$ cat src/rtl/digit_ring_pkg.sv
// Shared definitions for the digit_ring block.
//   action_e : counter/register operation selector (hold, advance, load, clear)
//   state_e  : control FSM states (idle, timed auto-rotate)
//   clog2    : ceiling log2, used to size index and counter fields
package digit_ring_pkg;

    typedef enum logic [1:0] {
        ACT_NONE,
        ACT_INCR,
        ACT_LOAD,
        ACT_CLR
    } action_e;

    typedef enum logic {
        ST_IDLE,
        ST_AUTO
    } state_e;

    localparam int unsigned STEP_W = 16;

    function automatic int unsigned clog2(input int unsigned value);
        int unsigned r;
        r = 0;
        for (int unsigned i = 0; i < 32; i++) begin
            if ((64'd1 << i) < 64'(value)) begin
                r = i + 1;
            end
        end
        return r;
    endfunction

endpackage

$ cat src/rtl/digit_ring_tick.sv
// Period counter for the auto-rotate timer.
//   clk, async_nreset : clock, asynchronous active-low reset
//   en                : count while high
//   clr               : return the count to 0 (overrides en)
//   tick              : one-cycle pulse in the last cycle of each TICK_CYCLES period
module digit_ring_tick
    import digit_ring_pkg::*;
#(
    parameter int unsigned TICK_CYCLES = 50000000
) (
    input  logic clk,
    input  logic async_nreset,
    input  logic en,
    input  logic clr,
    output logic tick
);

    localparam int unsigned CNT_W = clog2(TICK_CYCLES);
    localparam logic [CNT_W-1:0] LAST = CNT_W'(TICK_CYCLES - 1);

    action_e          op;
    logic [CNT_W-1:0] cnt_d;
    logic [CNT_W-1:0] cnt_q;

    always_comb begin
        op    = clr ? ACT_CLR : (en ? ACT_INCR : ACT_NONE);
        tick  = (op == ACT_INCR) && (cnt_q == LAST);
        cnt_d = cnt_q;
        case (op)
            ACT_CLR:  cnt_d = '0;
            ACT_INCR: cnt_d = (cnt_q == LAST) ? '0 : cnt_q + 1'b1;
            default:  cnt_d = cnt_q;
        endcase
    end

    always_ff @(posedge clk or negedge async_nreset) begin
        if (!async_nreset) begin
            cnt_q <= '0;
        end else begin
            cnt_q <= cnt_d;
        end
    end

endmodule

$ cat src/rtl/digit_ring.sv
// Digit shift/rotate bank: DEPTH entries of WIDTH bits.
//   clk, async_nreset : clock, asynchronous active-low reset
//   sw                : entry switches; highest set bit k encodes SW_BASE+k
//   btn_push          : push encoded switch value into entry[0]
//   btn_rot           : rotate once in direction dir
//   btn_auto          : start a timed auto-rotate run, or abort one in progress
//   dir               : 0 rotates toward index 0, 1 toward index DEPTH-1
//   rd_idx / rd_data  : random read port (out-of-range indices read 0)
//   head_data         : entry[0]
//   led_match         : switches still equal the word captured by the last push
//   busy, steps_left  : auto run active, rotations remaining
module digit_ring
    import digit_ring_pkg::*;
#(
    parameter int unsigned DEPTH       = 16,
    parameter int unsigned WIDTH       = 4,
    parameter int unsigned NSW         = 7,
    parameter int unsigned SW_BASE     = 3,
    parameter int unsigned TICK_CYCLES = 50000000,
    parameter int unsigned AUTO_STEPS  = 15
) (
    input  logic                      clk,
    input  logic                      async_nreset,
    input  logic [NSW-1:0]            sw,
    input  logic                      btn_push,
    input  logic                      btn_rot,
    input  logic                      btn_auto,
    input  logic                      dir,
    input  logic [clog2(DEPTH)-1:0]   rd_idx,
    output logic [WIDTH-1:0]          rd_data,
    output logic [WIDTH-1:0]          head_data,
    output logic                      led_match,
    output logic                      busy,
    output logic [STEP_W-1:0]         steps_left
);

    localparam int unsigned IDX_W    = clog2(DEPTH);
    localparam int unsigned RD_SLOTS = 1 << IDX_W;

    logic [WIDTH-1:0]  entry_d [DEPTH];
    logic [WIDTH-1:0]  entry_q [DEPTH];
    state_e            state_d, state_q;
    logic [STEP_W-1:0] steps_d, steps_q;
    logic              auto_dir_d, auto_dir_q;
    logic [NSW-1:0]    sw_cap_d, sw_cap_q;
    logic              match_d, match_q;
    logic              push_prev_d, push_prev_q;
    logic              rot_prev_d, rot_prev_q;
    logic              auto_prev_d, auto_prev_q;

    logic              press_push, press_rot, press_auto;
    logic              do_push, do_rot, rot_dir;
    logic [WIDTH-1:0]  push_val;
    action_e           steps_op;
    logic              tick;
    logic              tick_clr;
    logic [WIDTH-1:0]  rd_tbl [RD_SLOTS];

    digit_ring_tick #(
        .TICK_CYCLES (TICK_CYCLES)
    ) u_tick (
        .clk          (clk),
        .async_nreset (async_nreset),
        .en           (state_q == ST_AUTO),
        .clr          (tick_clr),
        .tick         (tick)
    );

    always_comb begin
        press_push  = btn_push & ~push_prev_q;
        press_rot   = btn_rot  & ~rot_prev_q;
        press_auto  = btn_auto & ~auto_prev_q;
        push_prev_d = btn_push;
        rot_prev_d  = btn_rot;
        auto_prev_d = btn_auto;

        // Ascending scan so the highest set switch overwrites lower ones.
        push_val = '0;
        for (int unsigned k = 0; k < NSW; k++) begin
            if (sw[k]) begin
                push_val = WIDTH'(SW_BASE + k);
            end
        end

        state_d    = state_q;
        auto_dir_d = auto_dir_q;
        do_push    = 1'b0;
        do_rot     = 1'b0;
        rot_dir    = dir;
        steps_op   = ACT_NONE;
        // Clearing in IDLE is harmless; in AUTO this press is the abort.
        tick_clr   = press_auto;

        unique case (state_q)
            ST_IDLE: begin
                // A push press with sw=0 still outranks rot/auto that cycle.
                if (press_push) begin
                    do_push = (sw != '0);
                end else if (press_rot) begin
                    do_rot = 1'b1;
                end else if (press_auto) begin
                    state_d    = ST_AUTO;
                    auto_dir_d = dir;
                    steps_op   = ACT_LOAD;
                end
            end
            ST_AUTO: begin
                rot_dir = auto_dir_q;
                // Abort outranks a coincident tick: no rotation that cycle.
                if (press_auto) begin
                    state_d  = ST_IDLE;
                    steps_op = ACT_CLR;
                end else if (tick) begin
                    do_rot   = 1'b1;
                    steps_op = ACT_INCR;
                    if (steps_q == STEP_W'(1)) begin
                        state_d = ST_IDLE;
                    end
                end
            end
        endcase

        // ACT_INCR advances the run, which counts steps_left down.
        case (steps_op)
            ACT_LOAD: steps_d = STEP_W'(AUTO_STEPS);
            ACT_CLR:  steps_d = '0;
            ACT_INCR: steps_d = steps_q - 1'b1;
            default:  steps_d = steps_q;
        endcase

        sw_cap_d = sw_cap_q;
        match_d  = match_q && (sw == sw_cap_q);
        entry_d  = entry_q;
        if (do_push) begin
            for (int unsigned i = 1; i < DEPTH; i++) begin
                entry_d[i] = entry_q[i-1];
            end
            entry_d[0] = push_val;
            sw_cap_d   = sw;
            match_d    = 1'b1;
        end else if (do_rot) begin
            if (!rot_dir) begin
                for (int unsigned i = 0; i < DEPTH - 1; i++) begin
                    entry_d[i] = entry_q[i+1];
                end
                entry_d[DEPTH-1] = entry_q[0];
            end else begin
                for (int unsigned i = 1; i < DEPTH; i++) begin
                    entry_d[i] = entry_q[i-1];
                end
                entry_d[0] = entry_q[DEPTH-1];
            end
        end
    end

    // Read table padded to a power of two; unused slots read 0.
    always_comb begin
        for (int unsigned i = 0; i < RD_SLOTS; i++) begin
            rd_tbl[i] = '0;
        end
        for (int unsigned i = 0; i < DEPTH; i++) begin
            rd_tbl[i] = entry_q[i];
        end
    end

    always_ff @(posedge clk or negedge async_nreset) begin
        if (!async_nreset) begin
            entry_q     <= '{default: '0};
            state_q     <= ST_IDLE;
            steps_q     <= '0;
            auto_dir_q  <= 1'b0;
            sw_cap_q    <= '0;
            match_q     <= 1'b0;
            push_prev_q <= 1'b0;
            rot_prev_q  <= 1'b0;
            auto_prev_q <= 1'b0;
        end else begin
            entry_q     <= entry_d;
            state_q     <= state_d;
            steps_q     <= steps_d;
            auto_dir_q  <= auto_dir_d;
            sw_cap_q    <= sw_cap_d;
            match_q     <= match_d;
            push_prev_q <= push_prev_d;
            rot_prev_q  <= rot_prev_d;
            auto_prev_q <= auto_prev_d;
        end
    end

    assign rd_data    = rd_tbl[rd_idx];
    assign head_data  = entry_q[0];
    assign led_match  = match_q;
    assign busy       = (state_q == ST_AUTO);
    assign steps_left = steps_q;

endmodule

$ cat config.mk
export PLATFORM = sky130hd
export DESIGN_NAME = digit_ring
export DESIGN_NICKNAME = d
export VERILOG_FILES = /design/src/rtl/digit_ring_pkg.sv /design/src/rtl/digit_ring_tick.sv /design/src/rtl/digit_ring.sv
export SDC_FILE = /design/constraint.sdc
export NUM_CORES = 1
export LEC_CHECK = 0
export ABC_CLOCK_PERIOD_IN_PS = 5300
export CAP_MARGIN = 5
export CORE_ASPECT_RATIO = 1.1
export CORE_MARGIN = 2
export CORE_UTILIZATION = 40
export CTS_BUF_LIST = sky130_fd_sc_hd__clkbuf_4
export DETAILED_ROUTE_END_ITERATION = 8
export GPL_ROUTABILITY_DRIVEN = 0
export GPL_TIMING_DRIVEN = 0
export PLACE_DENSITY_LB_ADDON = 0.15
export SYNTH_ARGS = -nofsm -noshare
export SYNTH_HDL_FRONTEND = slang
export SYNTH_SLANG_ARGS = --single-unit
$ cat constraint.sdc
create_clock -name clk -period 5.3 [get_ports clk]
set_input_delay 1.325 -clock clk [delete_from_list [all_inputs] [get_ports clk]]
set_output_delay 1.325 -clock clk [all_outputs]
set_load 0.05 [all_outputs]
* Word level (Yosys, flattened, before mapping)
Index checks and enable logic that the tools add are counted.
** Storage, ports and cells
- Output and inout bits :: 26
- Latch bits :: 0
- Register bits after elaboration :: 119
- Memory bits (read-only) :: 0
- Logic and storage cells :: 93
- Memories :: 0
- Input port bits :: 17
- Bits in writable memories :: 0
** Cells by class
- Reductions and logical operators :: 7
- Multiply operators :: 0
- Div/mod/pow operators :: 0
- Add/subtract/negate cells :: 2
- Equal/unequal tests :: 8
- Mux-type cells :: 40
- Magnitude comparators :: 1
- Bitwise logic cells :: 10
- Shift-type cells :: 0
** Operator list (number)
- $mux W64 :: 3
- $pmux W26 S2 :: 1
- $pmux W16 S3 :: 1
- $add A26 B1 Y26 const B :: 1
- $eq A26 B26 Y1 const B :: 1
- $mux W26 :: 1
- $mux W4 :: 5
- $bmux W4 S4 :: 1
- $eq A16 B1 Y1 const B :: 1
- $mux W1 :: 16
- $sub A16 B1 Y16 const B :: 1
- $mux W2 :: 6
- $mux W3 :: 3
- $eq A7 B7 Y1 :: 1
- $reduce_bool A7 Y1 :: 1
- $eq A2 B2 Y1 const B :: 3
- $not A1 Y1 :: 6
- $ge A5 B5 Y1 const B :: 1
- $not A4 Y5 :: 1
- $eq A2 B1 Y1 const B :: 2
- $pmux W1 S2 :: 2
- $pmux W2 S2 :: 1
- $reduce_and A4 Y1 :: 1
- $reduce_bool A2 Y1 :: 2
- other kinds (3) :: 6

* Depth between registers and ports, before layout
Gate-level depths: netlist of the first run.
- Depth after elaboration :: 10
- Mapped depth :: 8
- Mapped depth without buffers :: 6

* Modules after synthesis
Synthesis of the first run repeated with hierarchy kept, for this count alone.
** Unflattened totals
- Cells, all modules :: 766
- Area, all modules :: 6706.4 um^2
** Modules (own cells, without submodules)
- digit_ring :: seq. area each 2327.2 um^2, instances 1, area an instance 4978.5 um^2, cells each 561
- digit_ring_tick :: seq. area each 650.6 um^2, instances 1, area an instance 1727.9 um^2, cells each 205

* Worst setup path after synthesis of the first run
No wires, ideal clock.
- Kind :: input to output
- Start point :: input rd_idx[0]
- End point :: output rd_data[2]
- Arrival :: 3371 ps
- Slack :: 604 ps
- Stages on the path :: 4
- Path buffers :: 2
- Data required time :: 3975 ps
- Path through :: clkbuf_1 > buf_1 > mux4_2 > mux4_2
** On the way
- Cells in the longest elaborated chain, start to end :: 4
** RTL lines
- start, declared :: line digit_ring.sv:29 : input logic [clog2(DEPTH)-1:0] rd_idx,
- $not A4 Y5 (implied by the code) :: line digit_ring.sv:190 : assign rd_data = rd_tbl[rd_idx];
- $bmux W4 S4 :: line digit_ring.sv:190
- $mux W4 (implied by the code) (2 in series) :: line digit_ring.sv:190
- end, declared :: line digit_ring.sv:30 : output logic [WIDTH-1:0] rd_data,
No other way between the ends. The select of a mux whose other input is x is not followed.

* Worst setup path after layout of the first run
- Start point :: input rd_idx[1]
- End point :: output rd_data[0]
The elaborated chain is that of the path after synthesis.

==> results of run 1 <==
state kept, by name, summed over array words and instances (netlist names):
name          cells
auto_dir_q        1
auto_prev_q       1
busy              1
entry_q          60
head_data         4
led_match         1
push_prev_q       1
rot_prev_q        1
steps_left       16
sw_cap_q          7
u_tick.cnt_q     26
power groups by stage:
stage	Sequential, W	Clock [W]	Combinational, W
final	0.00137	0.000732	0.00114
after global routing	0.00140	0.000800	0.00123
after CTS	0.00137	0.000759	0.00115
after detailed placement	0.00138	0	0.00115
after global placement	0.00137	0	0.00112
after floorplan	0.00133	0	0.000877
cells by family after synthesis:
logic type                 synth area share, %
AOI/OAI and AO/OA                         8.51
DFF                                       42.2
xor gates and xnor gates                  1.61
buffers and inverters                     3.39
adders and majority gates                0.532
muxes                                     30.6
and+or+nand+nor                           13.2
cell type report:
type                            count  area, sq um
Antenna cell                        2         5.00
Buffer                             31          213
Clock buffer                       17          128
Clock inverter                     15          184
Fill cell                        1602         9050
Inverter                            8         30.0
Multi-Input combinational cell    426         3840
Sequential cell                   119         2980
Tap cell                          234          293
Timing Repair Buffer               40          419
per-stage QoR:
stage	setup slack (ps)	area, sq um	power [W]	utilization, %
floorplan	604	7060	0.00220	-
global placement	-2040	7740	0.00249	45.2
detailed placement	-468	7770	0.00253	45.3
CTS	29.7	8090	0.00328	47.2
global route	29.7	8090	0.00344	47.2
finish	140	8090	0.00324	47.2
final timing paths:
path                            startpoint  slack, ps  cells past startpoint              end
max                              rd_idx[1]        140                      5       rd_data[0]
min                            sw_cap_q[4]        510                      2      sw_cap_q[4]
max reg2reg                u_tick.cnt_q[0]       2370                      7      entry_q[23]
min reg2reg                    sw_cap_q[4]        510                      2      sw_cap_q[4]
max in group asynchronous     async_nreset       3840                      2   steps_left[14]
min in group asynchronous     async_nreset        700                      1  u_tick.cnt_q[2]
worst reg2reg max path, stage by stage, from the launching register on:
cell	delay, ps
dfrtp_1	510
ha_1	310
nand2_1	150
nor3_1	490
nand3_2	300
o22ai_4	500
buf_6	260
mux2_4	310
synthesized netlist by cell type, types with 8 or more instances:
cell        n
dfrtp_1   119
mux2_4     59
mux2_2     57
nand2_1    41
nor2_1     23
a21oi_1    22
o21ai_0    22
mux4_2     20
nand3_1    16
a31oi_1    15
nand4_1    12
buf_4      11
nor3_1     10
or3_1      10
xnor2_1    10
mux2_1      9
clkbuf_1    8
or4_1       8
cells in the final DEF, fill, tap and decap left out, types with 6 or more instances in the layout:
| cell | instances |
|---|---|
| nand4_1 | 12 |
| inv_1 | 7 |
| buf_2 | 6 |
| a21oi_1 | 22 |
| and3_1 | 7 |
| or4_1 | 8 |
| clkbuf_1 | 6 |
| nand2_1 | 41 |
| buf_4 | 11 |
| mux2_2 | 57 |
| dfrtp_1 | 119 |
| buf_6 | 7 |
| xnor2_1 | 10 |
| mux4_2 | 20 |
| a31oi_1 | 15 |
| mux2_1 | 9 |
| clkdlybuf4s50_1 | 38 |
| nor3_1 | 10 |
| o21ai_0 | 22 |
| nand3_1 | 16 |
| clkbuf_4 | 17 |
| or3_1 | 10 |
| mux2i_1 | 6 |
| mux2_4 | 59 |
| nor2_1 | 23 |
per-layer routing:
| layer | vias to the layer above | part of all wire (%) | wire length [microns] |
|---|---|---|---|
| li1 | 2341 | - | - |
| met1 | 2558 | 46 | 7690 |
| met2 | 90 | 50 | 8310 |
| met3 | 15 | 3.1 | 524 |
| met4 | 0 | 1.1 | 176 |
| met5 | - | 0 | 0 |
what timing repair did:
item | in CTS | in global routing
hold endpoints to repair | 0 | 0
resized for setup | 4 | 2
hold buffers | 0 | 0
setup endpoints to repair | 4 | 3
==> impl_metrics.tcl, run 1 <==
set metrics [dict create \
    outcome "completed" \
    cts_tree "yes" \
    grt.busiest_layer "met2" \
    slew_headroom_pct 37.5 \
    boundaryPins 43 \
    met2_usage_pct 31.4 \
    final_cell_count_no_fill 892 \
    viasPerCell 5.61 \
    peakVddDrop_v 0.000175 \
    cap_violations 0 \
    critPathLaunchType "input pin" \
    die_height_microns 143 \
    num_vias 5004 \
    async_reset_ff_share_pct 100 \
    critical-path-max-stage-delay_ps 720 \
    cell_internal_pwr_w 0.00213 \
    cts_setup_buffers 0 \
    grt_pass1_wl_mm 27.8 \
    p_per_area_nw_per_um2 401 \
    synth_edf_count 0 \
    dp_hpwl_mm 11.5 \
    synthFlopType "dfrtp_1" \
    drt_iter0_markers 225 \
    max_freq_mhz 194 \
    worstPathArrival_ps 3830 \
    cts.sinks 119 \
    path_cells "clkbuf_1, clkbuf_2, mux4_2, mux4_2, clkdlybuf4s50_1" \
    leakage_nw 3.50 \
    drc 0 \
    switchingPower_w 0.00111 \
    holdCritPathClass "flop to flop" \
    synth_top_area_cell "dfrtp_1" \
    met3_usage_pct 4.50 \
    swShare_pct 34.2 \
    combPwrFrac_pct 35.3 \
    finalHoldViolCount 0 \
    critPathRequiredTime_ps 3970 \
    wl_per_cell_microns 18.7 \
    tightest_slew_ps 929 \
    holdWs_ps 508 \
    htreeDepth 4 \
    clk_latency_ps 540 \
    path_common_cell "mux4_2" \
    syn_inst 584 \
    synth_cell_types 63 \
    synth_seq_cells 119 \
    power_frac_seq_pct 42.1 \
    rsz0062_at_grt "no" \
    path_class "input pin to primary output" \
    io_buffer_count 39 \
    syn2layout_area_growth_pct 14.6 \
    cts_buffers 17 \
    initial_utilization_pct 41.2 \
    cp_top_family "buffers and inverters" \
    gr-total-overflow 0 \
    synth.area.top_cells "dfrtp_1 42%, mux2_4 13%, mux2_2 9.1%" \
    grt_max_degree 79 \
    dr.pass1.iters 6 \
    maxSlewViolCount 0 \
    timing.final.crit_share_pct 97.4 \
    syn_area_per_cell_sq_um 12.1 \
    cp_max_fo 10 \
    die_area_sq_um 18700 \
    setup_viol 0 \
    min_period_ps 5160 \
    grt_pass1_vias 5174 \
    ant_nets 0 \
    pwr-share-clk_pct 22.6 \
    dp.cells 858 \
    clk_path_buf_depth 2 \
    seq_area_frac_synth_pct 42.2 \
    worst_setup_path_end_kind "primary output" \
    syn_nets 604 \
    core_area_sq_um 17100 \
    yosysWarnings 0 \
    drive_gt1_share_pct 32.2 \
    grt_use_total_pct 19.3 \
    num_rows 50 \
    antenna_found_initial 2 \
    final.setup.tns_ps 0 \
    synthesis.area_sq_um 7060 \
    synth_top_area_share_pct 42.2 \
    drt-total-wl_mm 16.7 \
    cp_slowest_cell "clkdlybuf4s50_1" \
    grt_util_met1_pct 25.2 \
    fin_skew_ps 17.5 \
    nets 663 \
    cp_num_buf_inv 3 \
    path_clk_slew_ps 100 \
    fp.dieW_microns 131 \
    root_buffer "clkbuf_4" \
]
No activity file was read; power rests on OpenSTA's default activity.
==> inputs of run 2 (changes only) <==
--- a/config.mk
+++ b/config.mk
@@ -6,7 +6,6 @@
 export NUM_CORES = 1
 export LEC_CHECK = 0
 export ABC_CLOCK_PERIOD_IN_PS = 5300
-export CAP_MARGIN = 5
 export CORE_ASPECT_RATIO = 1.1
 export CORE_MARGIN = 2
 export CORE_UTILIZATION = 40
@@ -14,6 +13,7 @@
 export DETAILED_ROUTE_END_ITERATION = 8
 export GPL_ROUTABILITY_DRIVEN = 0
 export GPL_TIMING_DRIVEN = 0
+export HOLD_SLACK_MARGIN = 0.05
 export PLACE_DENSITY_LB_ADDON = 0.15
 export SYNTH_ARGS = -nofsm -noshare
 export SYNTH_HDL_FRONTEND = slang
==> results of run 2 <==
The final DEF is identical to that of run 1; final timing and power are the same.
==> inputs of run 3 (changes only) <==
--- a/config.mk
+++ b/config.mk
@@ -6,15 +6,17 @@
 export NUM_CORES = 1
 export LEC_CHECK = 0
 export ABC_CLOCK_PERIOD_IN_PS = 5300
+export CELL_PAD_IN_SITES_DETAIL_PLACEMENT = 1
+export CELL_PAD_IN_SITES_GLOBAL_PLACEMENT = 1
 export CORE_ASPECT_RATIO = 1.1
 export CORE_MARGIN = 2
 export CORE_UTILIZATION = 40
 export CTS_BUF_LIST = sky130_fd_sc_hd__clkbuf_4
 export DETAILED_ROUTE_END_ITERATION = 8
 export GPL_ROUTABILITY_DRIVEN = 0
-export GPL_TIMING_DRIVEN = 0
 export HOLD_SLACK_MARGIN = 0.05
 export PLACE_DENSITY_LB_ADDON = 0.15
+export SLEW_MARGIN = 5
 export SYNTH_ARGS = -nofsm -noshare
 export SYNTH_HDL_FRONTEND = slang
 export SYNTH_SLANG_ARGS = --single-unit
==> run 3 against run 2 <==
  * Die area is the same
  * Sequential power about the same
  * Non-clock buffer count fell by 16
==> impl_metrics.tcl, run 3 (synthesized netlist as in run 1, its figures left out) <==
set metrics [dict create \
    ctsHoldBuffers 0 \
    grt_max_degree 65 \
    cts_setup_buffers 0 \
    core_area_sq_um 17100 \
    rsz0062_at_grt "no" \
    holdCritPathClass "flop to flop" \
    initial_utilization_pct 41.2 \
    drt_iter0_markers 276 \
    r2r-start "u_tick.cnt_q[0]" \
    path_class "input pin to primary output" \
    finalHoldViolCount 0 \
    path_cells "clkdlybuf4s50_1, buf_4, mux4_2, mux4_2, buf_4" \
    hold-path-endpoint "sw_cap_q[6]" \
    tightest_slew_ps 1170 \
    maxSlewViolCount 0 \
    cp_max_fo 16 \
    cp_top_family "multiplexers" \
    holdPathStages 2 \
    final_cell_mix "119 x dfrtp_1, 59 x mux2_4, 57 x mux2_2, 41 x nand2_1, 37 x clkdlybuf4s50_1" \
    num_rows 50 \
    slew_headroom_pct 22.1 \
    worst_setup_path_end_kind "primary output" \
    grt_pass1_wl_mm 28.8 \
    antenna_found_initial 2 \
    layout_commonest_cell "dfrtp_1" \
    cts_resized 0 \
    rr_worst_depth 7 \
    path_clk_slew_ps 110 \
    viasPerCell 5.69 \
    critPathLaunchType "input pin" \
    gr-total-overflow 0 \
    grt_pass1_vias 5396 \
    peakVddDrop_v 0.000168 \
    leakage_nw 3.44 \
    wl_per_cell_microns 19.7 \
    worstPathArrival_ps 3340 \
    fp.dieW_microns 131 \
    clk_latency_ps 540 \
    timing.final.crit_share_pct 88.1 \
    cts.sinks 119 \
    nets 647 \
    fin_skew_ps 16.3 \
    boundaryPins 43 \
    cts_tree "yes" \
    max_freq_mhz 214 \
    die_height_microns 143 \
    syn2layout_area_growth_pct 12.4 \
    setup_viol 0 \
    drt-total-wl_mm 17.2 \
    dr.pass1.iters 4 \
    num_vias 4981 \
    worstHoldStart "sw_cap_q[6]" \
    p_per_area_nw_per_um2 397 \
    cp_slowest_cell "mux4_2" \
    io_buffer_count 42 \
    cts_buffers 17 \
    top_register "entry_q" \
    outcome "completed" \
    grt_use_total_pct 19.7 \
    rr_endpoint "head_data[1]" \
    reg2reg_slack_ps 1920 \
    cp_num_buf_inv 3 \
    min_period_ps 4670 \
    critPathRequiredTime_ps 3970 \
    cap_violations 0 \
    drive_gt1_share_pct 31.9 \
    ant_nets 0 \
    htreeDepth 4 \
    drc 0 \
    p_total_w 0.00315 \
    root_buffer "clkbuf_4" \
    die_area_sq_um 18700 \
    path_depth 5 \
    final.setup.tns_ps 0 \
    dp_hpwl_mm 11.8 \
    largest_reg_flops 60 \
    critical-path-max-stage-delay_ps 540 \
    clk_path_buf_depth 2 \
]
run 3: per-stage QoR:
stage	area (sq um)	util [%]	std cells	setup WS, ps	hold WS (ps)
global route	7940	46.3	875	532	536
floorplan	7060	-	584	604	467
global placement	7650	44.6	842	643	481
finish	7940	46.3	875	632	511
CTS	7930	46.3	874	609	513
detailed placement	7650	44.6	842	613	488
run 3: area by class of cell:
type | instances | area, sq um
Fill cell | 1839 | 9210
Clock inverter | 12 | 134
Tap cell | 234 | 293
Inverter | 8 | 30.0
Antenna cell | 1 | 2.50
Sequential cell | 119 | 2980
Clock buffer | 20 | 150
Multi-Input combinational cell | 426 | 3840
Timing Repair Buffer | 55 | 505
run 3: tightest hold or removal path, delay by kind of cell (launching register included):
kind	cells	cell delay [ps]
simple gates	2	110
flops	1	370
run 3: worst max-delay path by stage:
stage               startpoint    endpoint  slack [ps]
detailed placement   rd_idx[0]  rd_data[3]         610
global route         rd_idx[0]  rd_data[0]         530
floorplan            rd_idx[0]  rd_data[2]         600
finish               rd_idx[0]  rd_data[3]         630
global placement     rd_idx[0]  rd_data[0]         640
CTS                  rd_idx[0]  rd_data[3]         610
run 3: power breakdown:
| part | switching [W] | internal [W] |
|---|---|---|
| registers | 0.000243 | 0.00112 |
| clock network | 0.000351 | 0.000334 |
| logic | 0.000490 | 0.000617 |
run 3: per-layer routing:
metal  GRT usage [%]  share of wire, %  vias to the layer above  wire, microns
li1                -                 -                     2298              -
met2            33.5                51                       62           8780
met4            4.59              0.93                        0            160
met5               0                 0                        -              0
met3            4.28               2.5                       14            430
met1            25.6                46                     2607           7830
